[config.mk]
export PLATFORM = sky130hd
export DESIGN_NAME = warmboot_sequencer_flat
export DESIGN_NICKNAME = d
export VERILOG_FILES = /design/src/rtl/warmboot_sequencer_if.sv /design/src/rtl/warmboot_sequencer.sv /design/src/flat_wrapper.sv
export SDC_FILE = /design/constraint.sdc
export NUM_CORES = 1
export LEC_CHECK = 0
export ABC_CLOCK_PERIOD_IN_PS = 1900
export BUFFER_PORTS_ARGS = -buffer_cell sky130_fd_sc_hd__buf_2
export CELL_PAD_IN_SITES_DETAIL_PLACEMENT = 1
export CELL_PAD_IN_SITES_GLOBAL_PLACEMENT = 2
export CORE_AREA = 5 5 72 74
export CTS_BUF_LIST = sky130_fd_sc_hd__clkbuf_8 sky130_fd_sc_hd__clkbuf_16
export DETAILED_ROUTE_END_ITERATION = 8
export DIE_AREA = 0 0 77 79
export PLACE_DENSITY_LB_ADDON = 0.1
export SLEW_MARGIN = 25
export SYNTH_ARGS = -nofsm -noshare
export SYNTH_HDL_FRONTEND = slang
export SYNTH_SLANG_ARGS = --single-unit
[constraint.sdc]
create_clock -name clk -period 1.9 [get_ports clk]
set_input_delay 0.38 -clock clk [delete_from_list [all_inputs] [get_ports clk]]
set_output_delay 0.38 -clock clk [all_outputs]
set_load 0.02 [all_outputs]
[src/rtl/warmboot_sequencer_if.sv]
// Loader handshake bundle between the warm-boot sequencer (master) and the
// bitstream/slot loader (slave).
interface warmboot_sequencer_if #(
  parameter int SLOT_W = 4
);
  logic              cfg_req_o;
  logic [SLOT_W-1:0] cfg_slot_o;
  logic              cfg_ack_i;

  modport master (
    output cfg_req_o,
    output cfg_slot_o,
    input  cfg_ack_i
  );

  modport slave (
    input  cfg_req_o,
    input  cfg_slot_o,
    output cfg_ack_i
  );
endinterface

[src/rtl/warmboot_sequencer.sv]
// Warm-boot sequencer: stretches power-on reset, validates boot requests, runs the
// loader handshake with timeout and holds user logic in reset around each load.
module warmboot_sequencer #(
  parameter int SLOT_W         = 4,
  parameter int NUM_SLOTS      = 16,
  parameter int POR_CYCLES     = 8,
  parameter int HOLD_CYCLES    = 16,
  parameter int TIMEOUT_CYCLES = 4096
) (
  input  logic                 clk,
  input  logic                 rst_n,
  input  logic                 boot_i,
  input  logic [SLOT_W-1:0]    slot_i,
  warmboot_sequencer_if.master cfg,
  output logic                 user_reset_o,
  output logic                 busy_o,
  output logic                 err_o,
  output logic [SLOT_W-1:0]    last_slot_o
);

  localparam int MAX_AB = (POR_CYCLES > HOLD_CYCLES) ? POR_CYCLES : HOLD_CYCLES;
  localparam int MAX_P  = (MAX_AB > TIMEOUT_CYCLES) ? MAX_AB : TIMEOUT_CYCLES;
  localparam int CNT_W  = $clog2(MAX_P) + 1;
  localparam logic [CNT_W-1:0] CNT_MAX = {CNT_W{1'b1}};

  typedef enum logic [1:0] {
    ST_POR  = 2'd0,
    ST_RUN  = 2'd1,
    ST_REQ  = 2'd2,
    ST_HOLD = 2'd3
  } state_t;

  state_t             state_r, state_s;
  logic [CNT_W-1:0]   cnt_r, cnt_s, cnt_inc_s;
  logic               boot_q_r, boot_edge_s;
  logic               slot_ok_s;
  logic               cfg_req_r, cfg_req_s;
  logic [SLOT_W-1:0]  cfg_slot_r, cfg_slot_s;
  logic               user_reset_r, user_reset_s;
  logic               busy_r, busy_s;
  logic               err_r, err_s;
  logic [SLOT_W-1:0]  last_slot_r, last_slot_s;

  assign boot_edge_s = boot_i & ~boot_q_r;
  assign slot_ok_s   = (32'(slot_i) < 32'(NUM_SLOTS));
  // Saturating increment: a stuck phase must never wrap back into a short count.
  assign cnt_inc_s   = (cnt_r == CNT_MAX) ? cnt_r : (cnt_r + {{(CNT_W-1){1'b0}}, 1'b1});

  // Next-state and next-output decode for the sequencer.
  always_comb begin
    state_s      = state_r;
    cnt_s        = cnt_r;
    cfg_req_s    = cfg_req_r;
    cfg_slot_s   = cfg_slot_r;
    user_reset_s = user_reset_r;
    err_s        = err_r;
    last_slot_s  = last_slot_r;
    case (state_r)
      ST_POR: begin
        if (cnt_r == CNT_W'(POR_CYCLES)) begin
          state_s      = ST_RUN;
          cnt_s        = {CNT_W{1'b0}};
          user_reset_s = 1'b0;
        end else begin
          cnt_s = cnt_inc_s;
        end
      end
      ST_RUN: begin
        if (boot_edge_s) begin
          if (slot_ok_s) begin
            state_s      = ST_REQ;
            cnt_s        = {CNT_W{1'b0}};
            cfg_req_s    = 1'b1;
            cfg_slot_s   = slot_i;
            user_reset_s = 1'b1;
            err_s        = 1'b0;
          end else begin
            err_s = 1'b1;
          end
        end else begin
          state_s = ST_RUN;
        end
      end
      ST_REQ: begin
        // Ack is checked first so a same-cycle ack beats the timeout.
        if (cfg.cfg_ack_i) begin
          state_s     = ST_HOLD;
          cnt_s       = {CNT_W{1'b0}};
          cfg_req_s   = 1'b0;
          last_slot_s = cfg_slot_r;
        end else if (cnt_r == CNT_W'(TIMEOUT_CYCLES - 1)) begin
          state_s   = ST_HOLD;
          cnt_s     = {CNT_W{1'b0}};
          cfg_req_s = 1'b0;
          err_s     = 1'b1;
        end else begin
          cnt_s = cnt_inc_s;
        end
      end
      ST_HOLD: begin
        if (cnt_r == CNT_W'(HOLD_CYCLES - 1)) begin
          state_s      = ST_RUN;
          cnt_s        = {CNT_W{1'b0}};
          user_reset_s = 1'b0;
        end else begin
          cnt_s = cnt_inc_s;
        end
      end
      default: begin
        state_s      = ST_POR;
        cnt_s        = {CNT_W{1'b0}};
        cfg_req_s    = 1'b0;
        user_reset_s = 1'b1;
      end
    endcase
    busy_s = (state_s != ST_RUN);
  end

  // State, counter, edge register and registered outputs.
  always_ff @(posedge clk) begin
    if (!rst_n) begin
      state_r      <= ST_POR;
      cnt_r        <= {CNT_W{1'b0}};
      boot_q_r     <= 1'b0;
      cfg_req_r    <= 1'b0;
      cfg_slot_r   <= {SLOT_W{1'b0}};
      user_reset_r <= 1'b1;
      busy_r       <= 1'b1;
      err_r        <= 1'b0;
      last_slot_r  <= {SLOT_W{1'b0}};
    end else begin
      state_r      <= state_s;
      cnt_r        <= cnt_s;
      boot_q_r     <= boot_i;
      cfg_req_r    <= cfg_req_s;
      cfg_slot_r   <= cfg_slot_s;
      user_reset_r <= user_reset_s;
      busy_r       <= busy_s;
      err_r        <= err_s;
      last_slot_r  <= last_slot_s;
    end
  end

  assign cfg.cfg_req_o  = cfg_req_r;
  assign cfg.cfg_slot_o = cfg_slot_r;
  assign user_reset_o   = user_reset_r;
  assign busy_o         = busy_r;
  assign err_o          = err_r;
  assign last_slot_o    = last_slot_r;

endmodule

[src/flat_wrapper.sv]
// flat-port wrapper written by rule: the top's interface ports become plain ports
module warmboot_sequencer_flat 
#(
  parameter int SLOT_W         = 4,
  parameter int NUM_SLOTS      = 16,
  parameter int POR_CYCLES     = 8,
  parameter int HOLD_CYCLES    = 16,
  parameter int TIMEOUT_CYCLES = 4096
)
  (clk, rst_n, boot_i, slot_i, user_reset_o, busy_o, err_o, last_slot_o, cfg_cfg_req_o, cfg_cfg_slot_o, cfg_cfg_ack_i);
  warmboot_sequencer_if #(.SLOT_W(SLOT_W)) cfg_i ();
  input  logic clk;
  input  logic rst_n;
  input  logic boot_i;
  input  logic [SLOT_W-1:0] slot_i;
  output logic user_reset_o;
  output logic busy_o;
  output logic err_o;
  output logic [SLOT_W-1:0] last_slot_o;
  output wire logic [$bits(cfg_i.cfg_req_o)-1:0] cfg_cfg_req_o;
  output wire logic [$bits(cfg_i.cfg_slot_o)-1:0] cfg_cfg_slot_o;
  input wire logic [$bits(cfg_i.cfg_ack_i)-1:0] cfg_cfg_ack_i;
  assign cfg_cfg_req_o = cfg_i.cfg_req_o;
  assign cfg_cfg_slot_o = cfg_i.cfg_slot_o;
  assign cfg_i.cfg_ack_i = cfg_cfg_ack_i;
  warmboot_sequencer #(.SLOT_W(SLOT_W), .NUM_SLOTS(NUM_SLOTS), .POR_CYCLES(POR_CYCLES), .HOLD_CYCLES(HOLD_CYCLES), .TIMEOUT_CYCLES(TIMEOUT_CYCLES)) u_core (.clk(clk), .rst_n(rst_n), .boot_i(boot_i), .slot_i(slot_i), .cfg(cfg_i), .user_reset_o(user_reset_o), .busy_o(busy_o), .err_o(err_o), .last_slot_o(last_slot_o));
endmodule
; Word-level counts from Yosys, hierarchy flattened
; Index checks and enable logic that the tools add are counted.
[op_classes]
bitwise_logic = 2
addsub = 1
n_eq_ne = 14
muxes = 24
reduce_logical = 8
[op_table]
columns = operator, count
row1 = 13-bit two-way mux, 6
row2 = 13-bit one-hot mux with 4 select lines, 1
row3 = "13-bit by 4-bit == test with 1-bit output, second input constant", 2
row4 = "13-bit by 1-bit adder with 13-bit output, second input constant", 1
row5 = "13-bit by 12-bit == test with 1-bit output, second input constant", 1
row6 = "13-bit == test, second input constant", 1
row7 = 2-bit two-way mux, 5
row8 = "2-bit by 1-bit inequality test with 1-bit output, second input constant", 5
row9 = 1-bit two-way mux, 8
row10 = 2-bit one-hot mux with 4 select lines, 1
row11 = 4-bit AND reduction, 2
row12 = "2-bit == test, second input constant", 2
row13 = 1-bit one-hot mux with 2 select lines, 2
row14 = 2-bit AND reduction, 2
row15 = "3-bit by 2-bit inequality test with 1-bit output, second input constant", 1
row16 = 1-bit one-hot mux with 3 select lines, 1
row17 = 3-bit AND reduction, 1
row18 = 3-bit nonzero test, 1
row19 = "2-bit by 1-bit == test with 1-bit output, second input constant", 1
row20 = 2-bit zero test, 1
row21 = "2-bit inequality test, second input constant", 1
row22 = 2-bit nonzero test, 1
row23 = 1-bit bitwise AND, 1
row24 = 1-bit NOT, 1
[word_totals]
out_inout_bits = 12
register_bits = 28

; Depth between registers and ports, before layout
; Gate-level depths: netlist of run 1.
[depth]
depth_word = 5
mapped_depth = 8
mapped_depth_nobuf = 7

; Least setup slack after synthesis of run 1
; Ideal clock, no wire load.
[synth_timing]
path_type = reg-to-reg
start = reg u_core.cnt_r[1]
end = reg u_core.cnt_r[3]
slack_ps = 239
path_stages_with_launch = 8
setup_time_ps = 122
arrival_time_ps = 1539
n_path_buf = 1
synth_period_minus_slack_ps = 1661
required_time_ps = 1778
path_cell_list = dfxtp_1 -> ha_1 -> nand3_1 -> nor4_1 -> o21a_1 -> a21o_2 -> buf_4 -> a21oi_1
[synth_via]
elab_chain_cells = 5
elab_cells_between_ends = 11
[synth_lines]
columns = item, line_no
row1 = from (decl), warmboot_sequencer.sv:34  ; logic [CNT_W-1:0] cnt_r, cnt_s, cnt_inc_s;
row2 = from (signal assigned), warmboot_sequencer.sv:123  ; cnt_r <= {CNT_W{1'b0}};
row3 = from (signal assigned), warmboot_sequencer.sv:133  ; cnt_r <= cnt_s;
row4 = 13-bit by 1-bit adder with 13-bit output or 13-bit == test (tied branches), warmboot_sequencer.sv:47  ; assign cnt_inc_s = (cnt_r == CNT_MAX) ? cnt_r : (cnt_r + {{(CNT_W-1){1'b0}}, 1'b1});
row5 = 13-bit two-way mux, warmboot_sequencer.sv:47
row6 = 13-bit two-way mux, warmboot_sequencer.sv:91  ; end else if (cnt_r == CNT_W'(TIMEOUT_CYCLES - 1)) begin
row7 = 13-bit two-way mux, warmboot_sequencer.sv:86  ; if (cfg.cfg_ack_i) begin
row8 = 13-bit one-hot mux with 4 select lines *, warmboot_sequencer.sv:58  ; case (state_r)
; Every way passes the cells marked *; elsewhere a longest branch is shown, timed or not.
; A chain may end at the register's enable or synchronous reset.

; Worst setup path in the final report of run 1
[layout_timing]
start = reg u_core.cnt_r[1]
end = reg u_core.user_reset_r (netlist: u_core.user_reset_o)
[layout_via]
elab_chain_cells = 3
elab_cells_between_ends = 5
[layout_lines]
columns = item, line_no
row1 = "13-bit by 4-bit == test with 1-bit output, on equally long branches", "warmboot_sequencer.sv:101, warmboot_sequencer.sv:60"
row2 = 2-bit by 1-bit inequality test with 1-bit output (no line), -
row3 = 4-bit AND reduction (no line) *, -
row4 = to (signal assigned), warmboot_sequencer.sv:137  ; user_reset_r <= user_reset_s;
row5 = to (decl), warmboot_sequencer.sv:39  ; logic user_reset_r, user_reset_s;
; Marks and branches as above.

==> results of run 1 <==
-- cell type report --
| type | count | area, sq um | area share |
|---|---|---|---|
| sequential | 28 | 562 | 0.318 |
| inverter | 8 | 30.0 | 0.0170 |
| multi-input combinational | 125 | 843 | 0.477 |
| tap | 54 | 67.6 | 0.0382 |
| clock inverter | 1 | 30.0 | 0.0170 |
| clock buffer | 3 | 41.3 | 0.0234 |
| timing repair buffer | 32 | 193 | 0.109 |
-- what timing repair did --
action                                  CTS  global route
gates resized for setup                   0             5
endpoints found under the setup margin    0            14
setup buffers                             0             3
endpoints found under the hold margin     0             0
-- cells in the mapped netlist (2+ instances only) --
cell type  count  area [sq um]
a21boi_0       3          22.5
a21oi_1        9          45.0
a31oi_1        2          12.5
a32oi_1        2          17.5
and2_1         3          18.8
and3_1         2          12.5
clkbuf_1       5          18.8
dfxtp_1       28           561
ha_1           6          75.1
inv_1          8          30.0
mux2i_1        4          40.0
nand2_1       14          52.6
nand2b_1       3          18.8
nand3_1       14          70.1
nand4_1        7          43.8
nor2_1        16          60.1
nor2b_1        5          31.3
nor3_1         5          25.0
nor4_1         2          12.5
or3_1          2          12.5
xnor2_1        3          26.3
xor2_1         6          52.6
-- metrics by stage --
step,util,TNS [ns]
2_1_floorplan,-,0
3_3_place_gp,0.365,0
3_5_place_dp,0.365,0
4_1_cts,0.381,0
5_1_grt,0.390,-0.0206
6_report,0.390,0
-- power by group through the flow --
stage | registers, W | logic [W] | clock network, W
global placement | 0.000683 | 0.000349 | 0
detailed placement | 0.000686 | 0.000354 | 0
global route | 0.000683 | 0.000407 | 0.000518
floorplan | 0.000708 | 0.000210 | 0
CTS | 0.000673 | 0.000355 | 0.000497
finish | 0.000676 | 0.000360 | 0.000476
-- layer usage --
metal | GRT usage | part of all wire | vias up
li1 | - | - | 652
met1 | 0.156 | 0.45 | 640
met2 | 0.243 | 0.51 | 16
met3 | 0.0215 | 0.030 | 6
met4 | 0.0412 | 0.0091 | 0
met5 | 0 | 0 | -
-- cells by family (layout without fill, tap and decap cells) --
group	count (synthesis)	count (layout)	share of synthesized area
buffers and inverters	14	44	0.0390
AO/OA/AOI/OAI	27	27	0.137
multiplexers	4	4	0.0277
flip-flops	28	28	0.388
adder cells (fa/ha/maj)	6	6	0.0520
AND/OR/NAND/NOR	79	79	0.302
XOR/XNOR	9	9	0.0546
-- worst paths after layout --
check / start / to / slack [ns] / cells past startpoint
worst max-delay path: u_core.cnt_r[1] / u_core.user_reset_o / 0.14 / 8
worst min-delay path: boot_i / u_core.boot_q_r / 0.33 / 2
worst max register to register: u_core.cnt_r[1] / u_core.user_reset_o / 0.14 / 8
worst min register to register: u_core.last_slot_o[3] / u_core.last_slot_o[3] / 0.47 / 2
-- state kept, by name, indices dropped and copies added (netlist names) --
| name | count |
|---|---|
| u_core.cnt_r | 13 |
| u_core.cfg.cfg_slot_o | 4 |
| u_core.last_slot_o | 4 |
| u_core.state_r | 2 |
| u_core.boot_q_r | 1 |
| u_core.busy_o | 1 |
| u_core.cfg.cfg_req_o | 1 |
| u_core.err_o | 1 |
| u_core.user_reset_o | 1 |
==> results.md, run 1 <==
- Detailed-route DRC error count: 0
- Nets: 212
- CTS Hold Bufs: 0
- DR pass1 iterations: 4
- Prevailing post-synth register cell: dfxtp_1
- Share of cells above drive strength 1: 0.228
- Initial core utilization: 0.318
- Switch share: 0.288
- Most common cell after layout, fill and taps aside: dfxtp_1
- CTS clock-pin slew for the worst setup and hold paths: about 0.1 ns
- Req. time, crit path: 2.08 ns
- Minimum clock period: 1.76 ns
- Worst hold slack: 0.330 ns
- Gpl congestion: 0.761
- Post-Route WL: 3840 um
- CP max stage cell: dfxtp_2
- Core box area: between 4000 and 5000 sq um
- CTS buffer count: 3
- CTS max path bufs: 2
- LEAKAGE: 0.710 nW
- Syn avg cell area: 8.65 sq um
- Critical Path AT: approximately 1.9 ns
- Dpl cells: 244
- Clk pwr share: 0.315
- Total global routing overflow: 0
- Max-Cap Viols: 0
- Largest net degree at the start of global routing: 17
- Clk sink count: 28
- Root buf cell: clkbuf_8
- Unique masters post-synth: 40
- Crit path cell chain: buf_4 -> inv_1 -> ha_1 -> and3b_2 -> nand4_4 -> a22oi_4 -> a21boi_1 -> a311o_1
- Max VDD drop: around 0.00031 V
- Final cell count without fillers: 251
- Internal power: ~0.0011 W
- Buf+Inv Stages, Crit Path: 2
- Final Hold Viols: 0
- Slew HR: 0.740
- Post-synthesis sequential area ratio: 0.388
- Final cell area excluding filler cells: 1770 sq um
- H-tree levels: 1
- HPWL Detailed: 2930 um
- Syn_nets: 181
- Kind of critical path: reg2reg
- Yosys reg bits: 28
- Detailed Route Iter0 Violations: 83
- Crit path launch type: register
- Worst hold path type: in2reg
- Post-synth EDFFs: 0
- Crit. End Element: register
- Pwr/cell area: ~860 nW/um^2
- Worst skew pair latency: approximately 0.28 ns
- FFs w/ async S/R, synth: 0
- PortBufs: 19
- CP delay by family, top: compound AO/OA/AOI/OAI gates
- DP Area: 1660 sq um
- Vias in the first global route: 1,392
- Worst slack, placed: roughly 0.025 ns
- First-pass GRT wire length: 6690 um
- Mapped Cells: around 170
- Most frequent cells in the layout: dfxtp_1 (27), buf_2 (19), nor2_1 (16)
- Switching power total: 0.000435 W
- Final setup fails: 0
- Total Routing Usage GR: 0.132
- Slew Limit Fails: 0
- Combinational power share: 0.238
- Final ANT Viol Nets: 0
- Ys Warns: 0
- Antenna Cells: 0
- Area grow syn2layout: 22.4%
- Mapped Area: between 1000 and 1500 sq um
- # IOs: 20
- CTS tree: done
- Vias per Instance: 5.24
- Peak Freq: around 570 MHz
- Crit-path max FO: 6
- FILL cells: 549
- Worst slew pin tran: between 0.3 and 0.4 ns
- Antenna violations before repair: 0
- Fin crit share: 0.929
- Worst Slack Setup Final: around 0.14 ns
- Clk_skew: 0.00701 ns
- Reg power frac: 0.447
- Status: finished, final reports clean
- Die height: 79 um
- Die ar.: 6080 sq um
- Die width: 77 um
- Crit-path max cell delay: 0.34 ns
- Row count: 25
- Power Total: 0.00151 W
- WL per Instance: between 15 and 20 um
- Via count: 1,314
Power figures use the tool's default switching activity.
==> run 2: changes to the inputs <==
- BUFFER_PORTS_ARGS: -buffer_cell sky130_fd_sc_hd__buf_2 -> unset
- CORE_AREA: 5 5 72 74 -> 5 5 69 71
- DIE_AREA: 0 0 77 79 -> 0 0 74 76
- DONT_BUFFER_PORTS: unset -> 1
==> results.md, run 2 (synthesis results as in run 1) <==
- Status: finished, final reports clean
- Worst Slack Setup Final: 0.101 ns
- Slew HR: 0.714
- Final ANT Viol Nets: 0
- CTS clock-pin slew for the worst setup and hold paths: 0.10 ns
- Pwr/cell area: approximately 840 nW/um^2
- Final Hold Viols: 0
- Worst slew pin tran: 0.425 ns
- Fin crit share: 0.947
- Vias per Instance: ~5.6
- Die ar.: approximately 5600 sq um
- Largest Register: u_core.cnt_r
- Combinational power share: 0.210
- Detailed-route DRC error count: 0
- Nets: between 150 and 200
- Largest net degree at the start of global routing: 16
- Post-Route WL: 3860 um
- Dpl cells: 225
- Area grow syn2layout: 13.5%
- LEAKAGE: 0.616 nW
- TNS Setup: 0 ns
- Crit-path max FO: 6
- Reg power frac: 0.514
- Critical Path AT: 1.98 ns
- Row count: 24
- Root buf cell: clkbuf_8
- Switching power total: 0.000425 W
- Gpl congestion: 0.829
- Initial core utilization: 0.346
- CTS Hold Bufs: 0
- Req. time, crit path: between 2 and 2.5 ns
- CTS tree: done
- Worst slack, placed: 0.0548 ns
- Post-layout util: 0.393
- CTS max path bufs: 2
- Switch share: 0.309
- Final cell count without fillers: 229
- FILL cells: 511
- Slew Limit Fails: 0
- Final setup fails: 0
- Core box area: 4170 sq um
- Power Total: 0.00138 W
- Clk sink count: 28
- Die height: 76 um
- Via count: 1,279
- # IOs: 20
- Detailed Route Iter0 Violations: 49
- Total Routing Usage GR: 0.141
- Most frequent cells in the layout: dfxtp_1 (28), nor2_1 (16), nand2_1 (14), nand3_1 (14), buf_4 (12)
- Worst hold path type: in2reg
- Max-Cap Viols: 0
- Most common cell after layout, fill and taps aside: dfxtp_1
- Minimum clock period: 1.80 ns
- DR pass1 iterations: 4
- WL per Instance: 16.8 um
- Max FFs per register: 13
- PortBufs: 0
- Vias in the first global route: 1,339
- Kind of critical path: reg2reg
- Total global routing overflow: 0
- Crit path launch type: register
- Antenna violations before repair: 0
- H-tree levels: 1
- Antenna Cells: 0
- Clk pwr share: 0.276
- RSZ-0062 raised after global routing: yes
- Peak Freq: 556 MHz
- Worst skew pair latency: 0.28 ns
- First-pass GRT wire length: 6280 um
- Internal power: 0.000951 W
- Share of cells above drive strength 1: 0.124
- Clk_skew: between 0.002 and 0.003 ns
- Die width: 74 um
- Max VDD drop: 0.000399 V
- HPWL Detailed: 2950 um
- Crit. End Element: register
- CTS buffer count: 3
-- run 2: routing by layer --
layer,vias up,global-route usage,routed length [um],share of wire
li1,613,-,-,-
met1,631,0.163,1580,0.41
met2,27,0.252,2010,0.52
met3,8,0.0198,176,0.046
met4,0,0.0598,91,0.024
met5,-,0,0,0
-- run 2: critical path, stage by stage, from the launching register on --
cell      delay, ns
dfxtp_1        0.35
inv_1          0.10
ha_1           0.15
and3b_1        0.21
nand4_4        0.16
a22oi_4        0.31
a21boi_1       0.09
a311o_1        0.31
-- run 2: path summary, 6_finish.rpt --
kind | start | to | slack [ns] | depth (start not counted)
min | boot_i | u_core.boot_q_r | 0.22 | 1
max reg2reg | u_core.cnt_r[0] | u_core.user_reset_o | 0.10 | 7
max | u_core.cnt_r[0] | u_core.user_reset_o | 0.10 | 7
min reg2reg | u_core.cnt_r[1] | u_core.cnt_r[1] | 0.52 | 2
-- run 2: what timing repair did --
item	4_1_cts	5_1_grt
endpoints found under the setup margin	0	12
gates resized for setup	0	2
setup buffers	0	0
-- run 2: area by class of cell --
| type | count | area [sq um] | share of cell area |
|---|---|---|---|
| multi-input cells | 125 | 838 | 0.511 |
| flip-flops and latches | 28 | 561 | 0.342 |
| repair buffers | 12 | 90.1 | 0.0550 |
| well taps | 52 | 65.1 | 0.0397 |
| clock buffers | 4 | 55.1 | 0.0336 |
| inverters | 8 | 30.0 | 0.0183 |
-- run 2: stage by stage --
stage               instance area (sq um)  hold slack [ns]
global placement                     1570            0.493
CTS                                  1630            0.215
floorplan                            1440            0.477
global route                         1640            0.214
detailed placement                   1570            0.511
finish                               1640            0.219
-- run 2: power by group through the flow --
stage | Clock (W) | Combinational (W) | Sequential (W)
after global routing | 0.000412 | 0.000319 | 0.000716
after global placement | 0 | 0.000270 | 0.000718
after detailed placement | 0 | 0.000279 | 0.000724
after CTS | 0.000391 | 0.000283 | 0.000710
after floorplan | 0 | 0.000210 | 0.000708
final | 0.000379 | 0.000289 | 0.000707
